--- src/rtl/instr_dispatch_if.sv ---
// Bus bundle between instr_dispatch_unit and its instruction source, execution units
// and result consumer; master is the dispatch side, slave is the environment side.
interface instr_dispatch_if #(
  parameter int XLEN = 32,
  parameter int NCLS = 9
);
  logic [31:0]          iIR;
  logic                 iIR_VALID;
  logic                 oIR_READY;
  logic [XLEN-1:0]      iALU_IN1;
  logic [XLEN-1:0]      iALU_IN2;
  logic [NCLS-1:0]      oUNIT_VALID;
  logic [NCLS-1:0]      iUNIT_READY;
  logic [XLEN-1:0]      oALU_IN1;
  logic [XLEN-1:0]      oALU_IN2;
  logic [4:0]           oRD;
  logic [4:0]           oRS1;
  logic [4:0]           oRS2;
  logic [NCLS-1:0]      iUNIT_DONE;
  logic [NCLS*XLEN-1:0] iUNIT_RESULT;
  logic [XLEN-1:0]      oRESULT;
  logic [4:0]           oRESULT_RD;
  logic                 oRESULT_WE;
  logic                 oRESULT_VALID;
  logic                 iRESULT_READY;
  logic                 oILLEGAL;
  logic                 oTIMEOUT;

  modport master (
    input  iIR, iIR_VALID, iALU_IN1, iALU_IN2, iUNIT_READY, iUNIT_DONE,
           iUNIT_RESULT, iRESULT_READY,
    output oIR_READY, oUNIT_VALID, oALU_IN1, oALU_IN2, oRD, oRS1, oRS2,
           oRESULT, oRESULT_RD, oRESULT_WE, oRESULT_VALID, oILLEGAL, oTIMEOUT
  );

  modport slave (
    output iIR, iIR_VALID, iALU_IN1, iALU_IN2, iUNIT_READY, iUNIT_DONE,
           iUNIT_RESULT, iRESULT_READY,
    input  oIR_READY, oUNIT_VALID, oALU_IN1, oALU_IN2, oRD, oRS1, oRS2,
           oRESULT, oRESULT_RD, oRESULT_WE, oRESULT_VALID, oILLEGAL, oTIMEOUT
  );
endinterface

--- src/rtl/instr_dispatch_unit.sv ---
// Single-outstanding instruction dispatcher: decode, issue to one of 9 unit classes, wait, write back.
// Define DISPATCH_FP_EN to decode the floating-point class F; otherwise F opcodes are illegal.
module instr_dispatch_unit #(
  parameter int XLEN    = 32,
  parameter int TIMEOUT = 64
) (
  input  logic             iCLK,
  input  logic             iRSTN,
  instr_dispatch_if.master bus
);
  localparam int NCLS = 9;
  localparam int CW   = (TIMEOUT > 1) ? $clog2(TIMEOUT) : 1;
  localparam logic [CW-1:0] CNT_LAST = CW'(TIMEOUT - 1);

  localparam logic [1:0] S_IDLE  = 2'd0;
  localparam logic [1:0] S_ISSUE = 2'd1;
  localparam logic [1:0] S_WAIT  = 2'd2;
  localparam logic [1:0] S_WB    = 2'd3;

  localparam logic [3:0] C_R = 4'd0;
  localparam logic [3:0] C_I = 4'd1;
  localparam logic [3:0] C_S = 4'd2;
  localparam logic [3:0] C_B = 4'd3;
  localparam logic [3:0] C_U = 4'd4;
  localparam logic [3:0] C_J = 4'd5;
  localparam logic [3:0] C_M = 4'd6;
  localparam logic [3:0] C_A = 4'd7;
  localparam logic [3:0] C_F = 4'd8;

  logic [1:0]      r_state;
  logic [CW-1:0]   r_cnt;
  logic [NCLS-1:0] r_cls_oh;
  logic [NCLS-1:0] r_unit_valid;
  logic [XLEN-1:0] r_alu1;
  logic [XLEN-1:0] r_alu2;
  logic [4:0]      r_rd;
  logic [4:0]      r_rs1;
  logic [4:0]      r_rs2;
  logic            r_wr;
  logic [XLEN-1:0] r_result;
  logic [4:0]      r_result_rd;
  logic            r_result_we;
  logic            r_result_valid;
  logic            r_illegal;
  logic            r_timeout;

  logic [6:0]      w_opc;
  logic [6:0]      w_f7;
  logic [3:0]      w_cls;
  logic            w_legal;
  logic [NCLS-1:0] w_cls_oh;
  logic [4:0]      w_rd;
  logic [4:0]      w_rs1;
  logic [4:0]      w_rs2;
  logic            w_wr;
  logic            w_sel_ready;
  logic            w_sel_done;
  logic [XLEN-1:0] w_sel_result;

  assign w_opc    = bus.iIR[6:0];
  assign w_f7     = bus.iIR[31:25];
  assign w_cls_oh = NCLS'(1) << w_cls;

  // Opcode to class decode.
  always_comb begin
    w_legal = 1'b1;
    w_cls   = C_R;
    case (w_opc)
      7'b0110011:                         w_cls = (w_f7 == 7'b0000001) ? C_M : C_R;
      7'b0010011, 7'b0000011, 7'b1100111: w_cls = C_I;
      7'b0100011:                         w_cls = C_S;
      7'b1100011:                         w_cls = C_B;
      7'b0110111, 7'b0010111:             w_cls = C_U;
      7'b1101111:                         w_cls = C_J;
      7'b0101111:                         w_cls = C_A;
`ifdef DISPATCH_FP_EN
      7'b0000111, 7'b0100111, 7'b1010011: w_cls = C_F;
`endif
      default:                            w_legal = 1'b0;
    endcase
  end

  // Register fields, zeroed where the class has no such field; illegal words keep raw fields.
  always_comb begin
    w_rd  = bus.iIR[11:7];
    w_rs1 = bus.iIR[19:15];
    w_rs2 = bus.iIR[24:20];
    case (w_cls)
      C_S, C_B: w_rd = 5'd0;
      C_U, C_J: begin
        w_rs1 = 5'd0;
        w_rs2 = 5'd0;
      end
      C_I:      w_rs2 = 5'd0;
      C_F: begin
        w_rs2 = 5'd0;
        w_rd  = (w_f7 == 7'b1100000 || w_f7 == 7'b1110000 || w_f7 == 7'b1010000) ?
                bus.iIR[11:7] : 5'd0;
      end
      default:  w_rd = bus.iIR[11:7];
    endcase
    w_wr = (w_cls != C_S) && (w_cls != C_B) && (w_rd != 5'd0);
  end

  // Only the latched class's ready/done/result lanes are observed.
  always_comb begin
    w_sel_ready  = |(bus.iUNIT_READY & r_cls_oh);
    w_sel_done   = |(bus.iUNIT_DONE & r_cls_oh);
    w_sel_result = '0;
    for (int k = 0; k < NCLS; k++) begin
      w_sel_result = w_sel_result | (bus.iUNIT_RESULT[k*XLEN +: XLEN] & {XLEN{r_cls_oh[k]}});
    end
  end

  // Dispatch state machine with operand/result latches.
  always_ff @(posedge iCLK) begin
    if (!iRSTN) begin
      r_state        <= S_IDLE;
      r_cnt          <= '0;
      r_cls_oh       <= '0;
      r_unit_valid   <= '0;
      r_alu1         <= '0;
      r_alu2         <= '0;
      r_rd           <= 5'd0;
      r_rs1          <= 5'd0;
      r_rs2          <= 5'd0;
      r_wr           <= 1'b0;
      r_result       <= '0;
      r_result_rd    <= 5'd0;
      r_result_we    <= 1'b0;
      r_result_valid <= 1'b0;
      r_illegal      <= 1'b0;
      r_timeout      <= 1'b0;
    end else begin
      r_illegal <= 1'b0;
      r_timeout <= 1'b0;
      case (r_state)
        S_IDLE: begin
          if (bus.iIR_VALID) begin
            r_alu1   <= bus.iALU_IN1;
            r_alu2   <= bus.iALU_IN2;
            r_rd     <= w_rd;
            r_rs1    <= w_rs1;
            r_rs2    <= w_rs2;
            r_wr     <= w_wr;
            r_cls_oh <= w_legal ? w_cls_oh : '0;
            if (w_legal) begin
              r_unit_valid <= w_cls_oh;
              r_state      <= S_ISSUE;
            end else begin
              r_illegal <= 1'b1;
            end
          end
        end
        S_ISSUE: begin
          if (w_sel_ready) begin
            r_unit_valid <= '0;
            r_cnt        <= '0;
            if (w_sel_done) begin
              r_result       <= w_sel_result;
              r_result_rd    <= r_rd;
              r_result_we    <= r_wr;
              r_result_valid <= 1'b1;
              r_state        <= S_WB;
            end else begin
              r_state <= S_WAIT;
            end
          end
        end
        S_WAIT: begin
          // A done arriving on the last counted cycle still wins over the abort.
          if (w_sel_done) begin
            r_result       <= w_sel_result;
            r_result_rd    <= r_rd;
            r_result_we    <= r_wr;
            r_result_valid <= 1'b1;
            r_state        <= S_WB;
          end else if (r_cnt == CNT_LAST) begin
            r_timeout <= 1'b1;
            r_state   <= S_IDLE;
          end else begin
            r_cnt <= r_cnt + CW'(1);
          end
        end
        S_WB: begin
          if (bus.iRESULT_READY) begin
            r_result_valid <= 1'b0;
            r_state        <= S_IDLE;
          end
        end
        default: r_state <= S_IDLE;
      endcase
    end
  end

  assign bus.oIR_READY     = (r_state == S_IDLE);
  assign bus.oALU_IN1      = r_alu1;
  assign bus.oALU_IN2      = r_alu2;
  assign bus.oRD           = r_rd;
  assign bus.oRS1          = r_rs1;
  assign bus.oRS2          = r_rs2;
  assign bus.oRESULT       = r_result;
  assign bus.oRESULT_RD    = r_result_rd;
  assign bus.oRESULT_VALID = r_result_valid;
  assign bus.oILLEGAL      = r_illegal;
  assign bus.oTIMEOUT      = r_timeout;
`ifdef DISPATCH_FP_EN
  assign bus.oUNIT_VALID   = r_unit_valid;
  assign bus.oRESULT_WE    = r_result_we;
`else
  assign bus.oUNIT_VALID   = {1'b0, r_unit_valid[NCLS-2:0]};
  assign bus.oRESULT_WE    = r_result_we & ~r_cls_oh[C_F];
`endif
endmodule

--- src/flat_wrapper.sv ---
// flat-port wrapper written by rule: the top's interface ports become plain ports
module instr_dispatch_unit_flat 
#(
  parameter int XLEN    = 32,
  parameter int TIMEOUT = 64
)
  (iCLK, iRSTN, bus_iIR, bus_iIR_VALID, bus_iALU_IN1, bus_iALU_IN2, bus_iUNIT_READY, bus_iUNIT_DONE, bus_iUNIT_RESULT, bus_iRESULT_READY, bus_oIR_READY, bus_oUNIT_VALID, bus_oALU_IN1, bus_oALU_IN2, bus_oRD, bus_oRS1, bus_oRS2, bus_oRESULT, bus_oRESULT_RD, bus_oRESULT_WE, bus_oRESULT_VALID, bus_oILLEGAL, bus_oTIMEOUT);
  instr_dispatch_if #(.XLEN(XLEN), .NCLS((9))) bus_i ();
  input  logic iCLK;
  input  logic iRSTN;
  input wire logic [$bits(bus_i.iIR)-1:0] bus_iIR;
  input wire logic [$bits(bus_i.iIR_VALID)-1:0] bus_iIR_VALID;
  input wire logic [$bits(bus_i.iALU_IN1)-1:0] bus_iALU_IN1;
  input wire logic [$bits(bus_i.iALU_IN2)-1:0] bus_iALU_IN2;
  input wire logic [$bits(bus_i.iUNIT_READY)-1:0] bus_iUNIT_READY;
  input wire logic [$bits(bus_i.iUNIT_DONE)-1:0] bus_iUNIT_DONE;
  input wire logic [$bits(bus_i.iUNIT_RESULT)-1:0] bus_iUNIT_RESULT;
  input wire logic [$bits(bus_i.iRESULT_READY)-1:0] bus_iRESULT_READY;
  output wire logic [$bits(bus_i.oIR_READY)-1:0] bus_oIR_READY;
  output wire logic [$bits(bus_i.oUNIT_VALID)-1:0] bus_oUNIT_VALID;
  output wire logic [$bits(bus_i.oALU_IN1)-1:0] bus_oALU_IN1;
  output wire logic [$bits(bus_i.oALU_IN2)-1:0] bus_oALU_IN2;
  output wire logic [$bits(bus_i.oRD)-1:0] bus_oRD;
  output wire logic [$bits(bus_i.oRS1)-1:0] bus_oRS1;
  output wire logic [$bits(bus_i.oRS2)-1:0] bus_oRS2;
  output wire logic [$bits(bus_i.oRESULT)-1:0] bus_oRESULT;
  output wire logic [$bits(bus_i.oRESULT_RD)-1:0] bus_oRESULT_RD;
  output wire logic [$bits(bus_i.oRESULT_WE)-1:0] bus_oRESULT_WE;
  output wire logic [$bits(bus_i.oRESULT_VALID)-1:0] bus_oRESULT_VALID;
  output wire logic [$bits(bus_i.oILLEGAL)-1:0] bus_oILLEGAL;
  output wire logic [$bits(bus_i.oTIMEOUT)-1:0] bus_oTIMEOUT;
  assign bus_i.iIR = bus_iIR;
  assign bus_i.iIR_VALID = bus_iIR_VALID;
  assign bus_i.iALU_IN1 = bus_iALU_IN1;
  assign bus_i.iALU_IN2 = bus_iALU_IN2;
  assign bus_i.iUNIT_READY = bus_iUNIT_READY;
  assign bus_i.iUNIT_DONE = bus_iUNIT_DONE;
  assign bus_i.iUNIT_RESULT = bus_iUNIT_RESULT;
  assign bus_i.iRESULT_READY = bus_iRESULT_READY;
  assign bus_oIR_READY = bus_i.oIR_READY;
  assign bus_oUNIT_VALID = bus_i.oUNIT_VALID;
  assign bus_oALU_IN1 = bus_i.oALU_IN1;
  assign bus_oALU_IN2 = bus_i.oALU_IN2;
  assign bus_oRD = bus_i.oRD;
  assign bus_oRS1 = bus_i.oRS1;
  assign bus_oRS2 = bus_i.oRS2;
  assign bus_oRESULT = bus_i.oRESULT;
  assign bus_oRESULT_RD = bus_i.oRESULT_RD;
  assign bus_oRESULT_WE = bus_i.oRESULT_WE;
  assign bus_oRESULT_VALID = bus_i.oRESULT_VALID;
  assign bus_oILLEGAL = bus_i.oILLEGAL;
  assign bus_oTIMEOUT = bus_i.oTIMEOUT;
  instr_dispatch_unit #(.XLEN(XLEN), .TIMEOUT(TIMEOUT)) u_core (.iCLK(iCLK), .iRSTN(iRSTN), .bus(bus_i));
endmodule
--- config.mk ---
export PLATFORM = sky130hd
export DESIGN_NAME = instr_dispatch_unit_flat
export DESIGN_NICKNAME = d
export VERILOG_FILES = /design/src/rtl/instr_dispatch_if.sv /design/src/rtl/instr_dispatch_unit.sv /design/src/flat_wrapper.sv
export SDC_FILE = /design/constraint.sdc
export NUM_CORES = 1
export LEC_CHECK = 0
export CAP_MARGIN = 20
export CORE_AREA = 2 2 210 212
export DETAILED_ROUTE_END_ITERATION = 10
export DIE_AREA = 0 0 212 214
export PLACE_DENSITY_LB_ADDON = 0.15
export REMOVE_ABC_BUFFERS = 1
export SKIP_CTS_REPAIR_TIMING = 1
export SYNTH_ARGS = -nofsm -noshare
export SYNTH_HDL_FRONTEND = slang
export SYNTH_SLANG_ARGS = --single-unit
--- constraint.sdc ---
create_clock -name iCLK -period 4.95 [get_ports iCLK]
set_input_delay 0.495 -clock iCLK [delete_from_list [all_inputs] [get_ports iCLK]]
set_output_delay 0.495 -clock iCLK [all_outputs]
set_load 0.005 [all_outputs]
# Word-level counts from Yosys, hierarchy flattened
# Cells that the tools add are included.
[totals] wordCells=138 output_inout_bits=130 in_bits=406 ff_bits=146
[op_classes] muxes=39 add_sub_neg=1 bitwise=23 n_eq_ne=33 shifts=1 reduce_logical=25
[op_table] cell="$and A32 B32 Y32" n=9
[op_table] cell="$or A32 B32 Y32" n=8
[op_table] cell="$mux W32" n=2
[op_table] cell="$pmux W32 S2" n=1
[op_table] cell="$eq A7 B7 Y1 const B" n=6
[op_table] cell="$eq A7 B6 Y1 const B" n=4
[op_table] cell="$pmux W4 S7" n=1
[op_table] cell="$mux W5" n=5
[op_table] cell="$mux W8" n=3
[op_table] cell="$pmux W5 S2" n=2
[op_table] cell="$and A9 B9 Y9" n=2
[op_table] cell="$mux W6" n=3
[op_table] cell="$reduce_or A9 Y1" n=2
[op_table] cell="$pmux W8 S2" n=1
[op_table] cell="$eq A7 B5 Y1 const B" n=2
[op_table] cell="$mux W2" n=6
[op_table] cell="$pmux W6 S2" n=1
[op_table] cell="$reduce_or A11 Y1" n=1
[op_table] cell="$reduce_or A10 Y1" n=1
[op_table] cell="$mux W1" n=9
[op_table] cell="$mux W9" n=1
[op_table] cell="$shl A1 B4 Y9 const A" n=1
[op_table] cell="$eq A4 B2 Y1 const B" n=2
[op_table] cell="$eq A4 B3 Y1 const B" n=2
[op_table] cell="other kinds (31)" n=47

# Depth between registers and ports, before layout
[logic_depth] ltp_word=12 ltp_mapped=8 depth_no_buf=5

# Worst setup path after synthesis
# Ideal clock, no wire load.
[synth_path] kind="input to register" from="input port bus_iIR[26]" to="register u_core.r_rs2[0], in the netlist u_core.bus.oRS2[0]" path_slack_ps=2814 required_ps=4890 setup_time_ps=60 n_path_buf=0 arrival_ps=2076 stages=5 path_cell_list="or4b_1 -> or4_1 -> nor3b_1 -> a21oi_2 -> a22o_1"
[synth_via] elab_chain_cells=6 elab_cells_between_ends=9 cone_classes="eq/ne (5); mux (3); reduce/logical (1)"
[synth_rtl] element="from (decl)" line_no="flat_wrapper.sv:11" text="input wire logic [$bits(bus_i.iIR)-1:0] bus_iIR;"
[synth_rtl] element="$eq A7 B1 Y1 (*)" line_no="instr_dispatch_unit.sv:69" text="7'b0110011: w_cls = (w_f7 == 7'b0000001) ? C_M : C_R;"
[synth_rtl] element="$mux W3 (*)" line_no="instr_dispatch_unit.sv:69"
[synth_rtl] element="$pmux W4 S7 (*)" line_no="instr_dispatch_unit.sv:68" text="case (w_opc)"
[synth_rtl] element="$eq A4 B3 Y1 (tied with other cells)" line_no="instr_dispatch_unit.sv:88" text="case (w_cls)"
[synth_rtl] element="$reduce_or A4 Y1 (no line) (*)"
[synth_rtl] element="$mux W5 (*)" line_no="instr_dispatch_unit.sv:88"
[synth_rtl] element="to (signal assigned)" line_no="instr_dispatch_unit.sv:144" text="r_rs2 <= w_rs2;"
[synth_rtl] element="to (decl)" line_no="instr_dispatch_unit.sv:38" text="logic [4:0] r_rs2;"
# Every way passes the cells marked *; elsewhere a longest branch is shown, timed or not.
# A chain may end at the register's enable or synchronous reset.

# Final worst setup path
[layout_path] from="register u_core.r_cls_oh[4]" to="register u_core.r_result_rd[3], in the netlist u_core.bus.oRESULT_RD[3]"
[layout_via] elab_chain_cells=5 elab_cells_between_ends=9 cone_classes="eq/ne (1); mux (3); bitwise (2); reduce/logical (3)"
[layout_rtl] element="from (decl)" line_no="instr_dispatch_unit.sv:32" text="logic [NCLS-1:0] r_cls_oh;"
[layout_rtl] element="from (signal assigned)" line_no="instr_dispatch_unit.sv:146" text="r_cls_oh <= w_legal ? w_cls_oh : '0;"
[layout_rtl] element="$and A9 B9 Y9" line_no="instr_dispatch_unit.sv:108" text="w_sel_done = |(bus.iUNIT_DONE & r_cls_oh);"
[layout_rtl] element="$reduce_or A9 Y1" line_no="instr_dispatch_unit.sv:108"
[layout_rtl] element="$mux W5 (2 in a row)"
[layout_rtl] element="$pmux W5 S2"
[layout_rtl] element="to (signal assigned)" line_no="instr_dispatch_unit.sv:161" text="r_result_rd <= r_rd;"
[layout_rtl] element="to (signal assigned)" line_no="instr_dispatch_unit.sv:174" text="r_result_rd <= r_rd;"
[layout_rtl] element="to (decl)" line_no="instr_dispatch_unit.sv:41" text="logic [4:0] r_result_rd;"
# Parallel ways exist; a longest one is shown, timed or not. The select of a mux whose other input is x is not followed.

==> results.py <==
metrics = {
    "route": {
        "first_pass_iters": 5,
        "ant_nets": 0,
        "avgRoutedWirePerCell_um": 20.0,
        "first_iter_violations": 415,
        "vias_per_cell": 4.32,
        "drc_errors": 0,
        "via_count": 8240,
        "routed_wl_mm": 38.2,
    },
    "timing": {
        "setup_viol": 0,
        "period_minus_slack_ps": 2780,
        "tightest_slew_ps": 1050,
        "fmax_ghz": 0.360,
        "fin_ws_ps": 2170,
        "rsz0062_at_grt": "no",
        "whs_ps": 450,
        "final_hold_viol_count": 0,
        "slew_violations": 0,
        "slew_headroom_pct": 29.7,
        "tns_ps": 0,
        "worst_clock_skew_ps": 11.4,
        "fin_crit_sh_pct": 56.2,
    },
    "floorplanning": {
        "die_x_um": 212,
        "fp.dieH_um": 214,
        "dieArea_sq_um": 45400,
        "start_util_pct": 16.1,
        "coreArea_sq_um": 42900,
        "num_io_pins": 536,
        "rows": 76,
    },
    "flow_run": {
        "maxCapViolCount": 0,
    },
    "yosys": {
        "seq_area_frac_synth_pct": 41.9,
        "synthArstFlopShare_pct": 0,
        "ys_seq_elements": 145,
        "yosysMostFrequentCell": "nand2_1",
        "yosys-top-cells-area": "dfxtp_1 (42%), a22oi_1 (15%), nand2_1 (8.7%)",
        "synthDominantCellAreaShare_pct": 41.9,
        "synthTopCellsByCount": "nand2_1 (161), dfxtp_1 (145), a22oi_1 (137)",
        "yosysWarnings": 0,
        "synth_edf_count": 0,
        "yosysUniqueCellTypes": 54,
        "synth_top_area_cell": "dfxtp_1",
        "syn-instance-count": 863,
        "syn_area_per_cell_sq_um": 8.02,
        "synth-main-ff-cell": "dfxtp_1",
        "syn-cell-area_sq_um": 6920,
    },
    "placement": {
        "io_buffers": 497,
        "dp_hpwl_mm": 27.9,
        "preCtsSetupSlack_ps": 1760,
        "gp_congestion": 0.800,
    },
    "clocking": {
        "cts.path.max_buffers": 2,
        "clock-root-buffer": "clkbuf_16",
        "cts_tree": "built",
        "h-tree-depth": 4,
        "insertion_delay_ps": 450,
        "clkSinkCount": 145,
        "cts.clk_slew.worst_paths_ps": 60,
        "cts_buffers": 17,
    },
    "critical_path": {
        "crit_fanout": 38,
        "critPathKind": "reg -> reg",
        "endpoint_kind": "flop",
        "arrival_ps": 3170,
        "setup.worst_path.start_class": "flop",
        "reg2reg_from": "u_core.r_cls_oh[4]",
        "worstPathRequired_ps": 5340,
        "setup.worst_path.start": "u_core.r_cls_oh[4]",
    },
    "layout": {
        "final_core_util_pct": 30.3,
        "fin_nets": 1716,
        "syn2layout_area_growth_pct": 87.5,
        "drive_above_1_share_pct": 4.09,
    },
    "global_route": {
        "met3_usage_pct": 5.37,
        "overflow": 0,
        "use_met1_pct": 18.8,
        "grt_max_degree": 80,
        "antenna_found_initial": 2,
        "grt_first_pass_wirelength_mm": 55.4,
        "grt_pass1_vias": 8638,
        "grt.total_usage_pct": 16.5,
        "use_met2_pct": 29.1,
        "top_usage_layer": "met2",
    },
    "power": {
        "power_density_nw_per_um2": 231,
        "total_power_uw": 3000,
        "power.leakage_uw": 0.00447,
        "ir_worst_vdd_mv": 0.215,
    },
    "worst_hold_path": {
        "min_from": "u_core.bus.oRESULT_RD[4]",
        "min-delay-path-class": "reg -> reg",
    },
    "outcome": {
        "status": "finished clean",
    },
}
## state kept, by name, indices dropped and copies added, names as in the netlist
| signal | flops |
|---|---|
| u_core.bus.oALU_IN1 | 32 |
| u_core.bus.oALU_IN2 | 32 |
| u_core.bus.oILLEGAL | 1 |
| u_core.bus.oRD | 5 |
| u_core.bus.oRESULT | 32 |
| u_core.bus.oRESULT_RD | 5 |
| u_core.bus.oRESULT_VALID | 1 |
| u_core.bus.oRS1 | 5 |
| u_core.bus.oRS2 | 5 |
| u_core.bus.oTIMEOUT | 1 |
| u_core.r_cls_oh | 8 |
| u_core.r_cnt | 6 |
| u_core.r_result_we | 1 |
| u_core.r_state | 2 |
| u_core.r_unit_valid | 8 |
| u_core.r_wr | 1 |
## per-layer routing
layer  share of wire, %  vias to the layer above
li1                   -                     4043
met1                 41                     3922
met2                 50                      247
met3                7.2                       28
met4                1.5                        0
met5                  0                        -
## cell type report
| type | instances | area (sq um) |
|---|---|---|
| multi-input cells | 635 | 3720 |
| inverters | 3 | 11.3 |
| well taps | 585 | 732 |
| repair buffers | 507 | 5060 |
| clock buffers | 22 | 464 |
| flip-flops and latches | 145 | 2910 |
| fillers | 4572 | 29900 |
| clock inverters | 9 | 82.6 |
| diodes | 2 | 5.00 |
## cell families (layout without fill, tap and decap cells)
kind of cell    after synthesis  in the layout  share of synthesized area [%]
flops                       145            145                           41.9
fa+ha+maj                     1              1                          0.181
xor+xnor                      1              1                          0.127
simple gates                338            338                           22.4
buf+inv                      83            541                           4.64
compound gates              294            294                           30.7
other cells                   1              3                         0.0542
## worst max-delay path, stage by stage, from the launching register on
cell and delay, ps:
dfxtp_2 990, a22oi_1 240, nand4_1 360, o21a_2 800, nand3_1 170, nand2_1 100
## path summary, 6_finish.rpt
kind / cells after the start / end / slack [ps]
worst max-delay path: 5 / u_core.bus.oRESULT_RD[3] / 2170
worst max register to register: 5 / u_core.bus.oRESULT_RD[3] / 2170
worst min-delay path: 2 / u_core.bus.oRESULT_RD[4] / 450
worst min register to register: 2 / u_core.bus.oRESULT_RD[4] / 450
## through the flow
step	instances	cell area (sq um)
after CTS	1905	13000
after global placement	1874	12400
after detailed placement	1874	12400
final	1908	13000
after global routing	1908	13000
after floorplan	783	6610
## power by group
group	switching, uW	total [uW]	internal (uW)	leakage [uW]
sequential	21.0	1230	1210	0.00119
combinational	164	524	361	0.00302
clock	537	1250	713	0.000266
## layout by cell type, fill, tap and decap left out, types with 3 or more instances in the layout
cell / instances
a21oi_1: 7
dfxtp_2: 5
nor3_1: 5
clkinv_2: 4
a21boi_0: 76
clkdlybuf4s50_1: 496
or4_1: 5
a22o_1: 11
o21ai_0: 40
and3_1: 3
or3_1: 6
nand4b_1: 3
dfxtp_1: 140
clkbuf_1: 3
inv_1: 3
a22oi_1: 137
nand3_1: 24
nand4_1: 34
nor2b_1: 10
nand2_1: 161
clkbuf_16: 17
buf_4: 10
nor2_1: 69
Power figures use the tool's default switching activity.
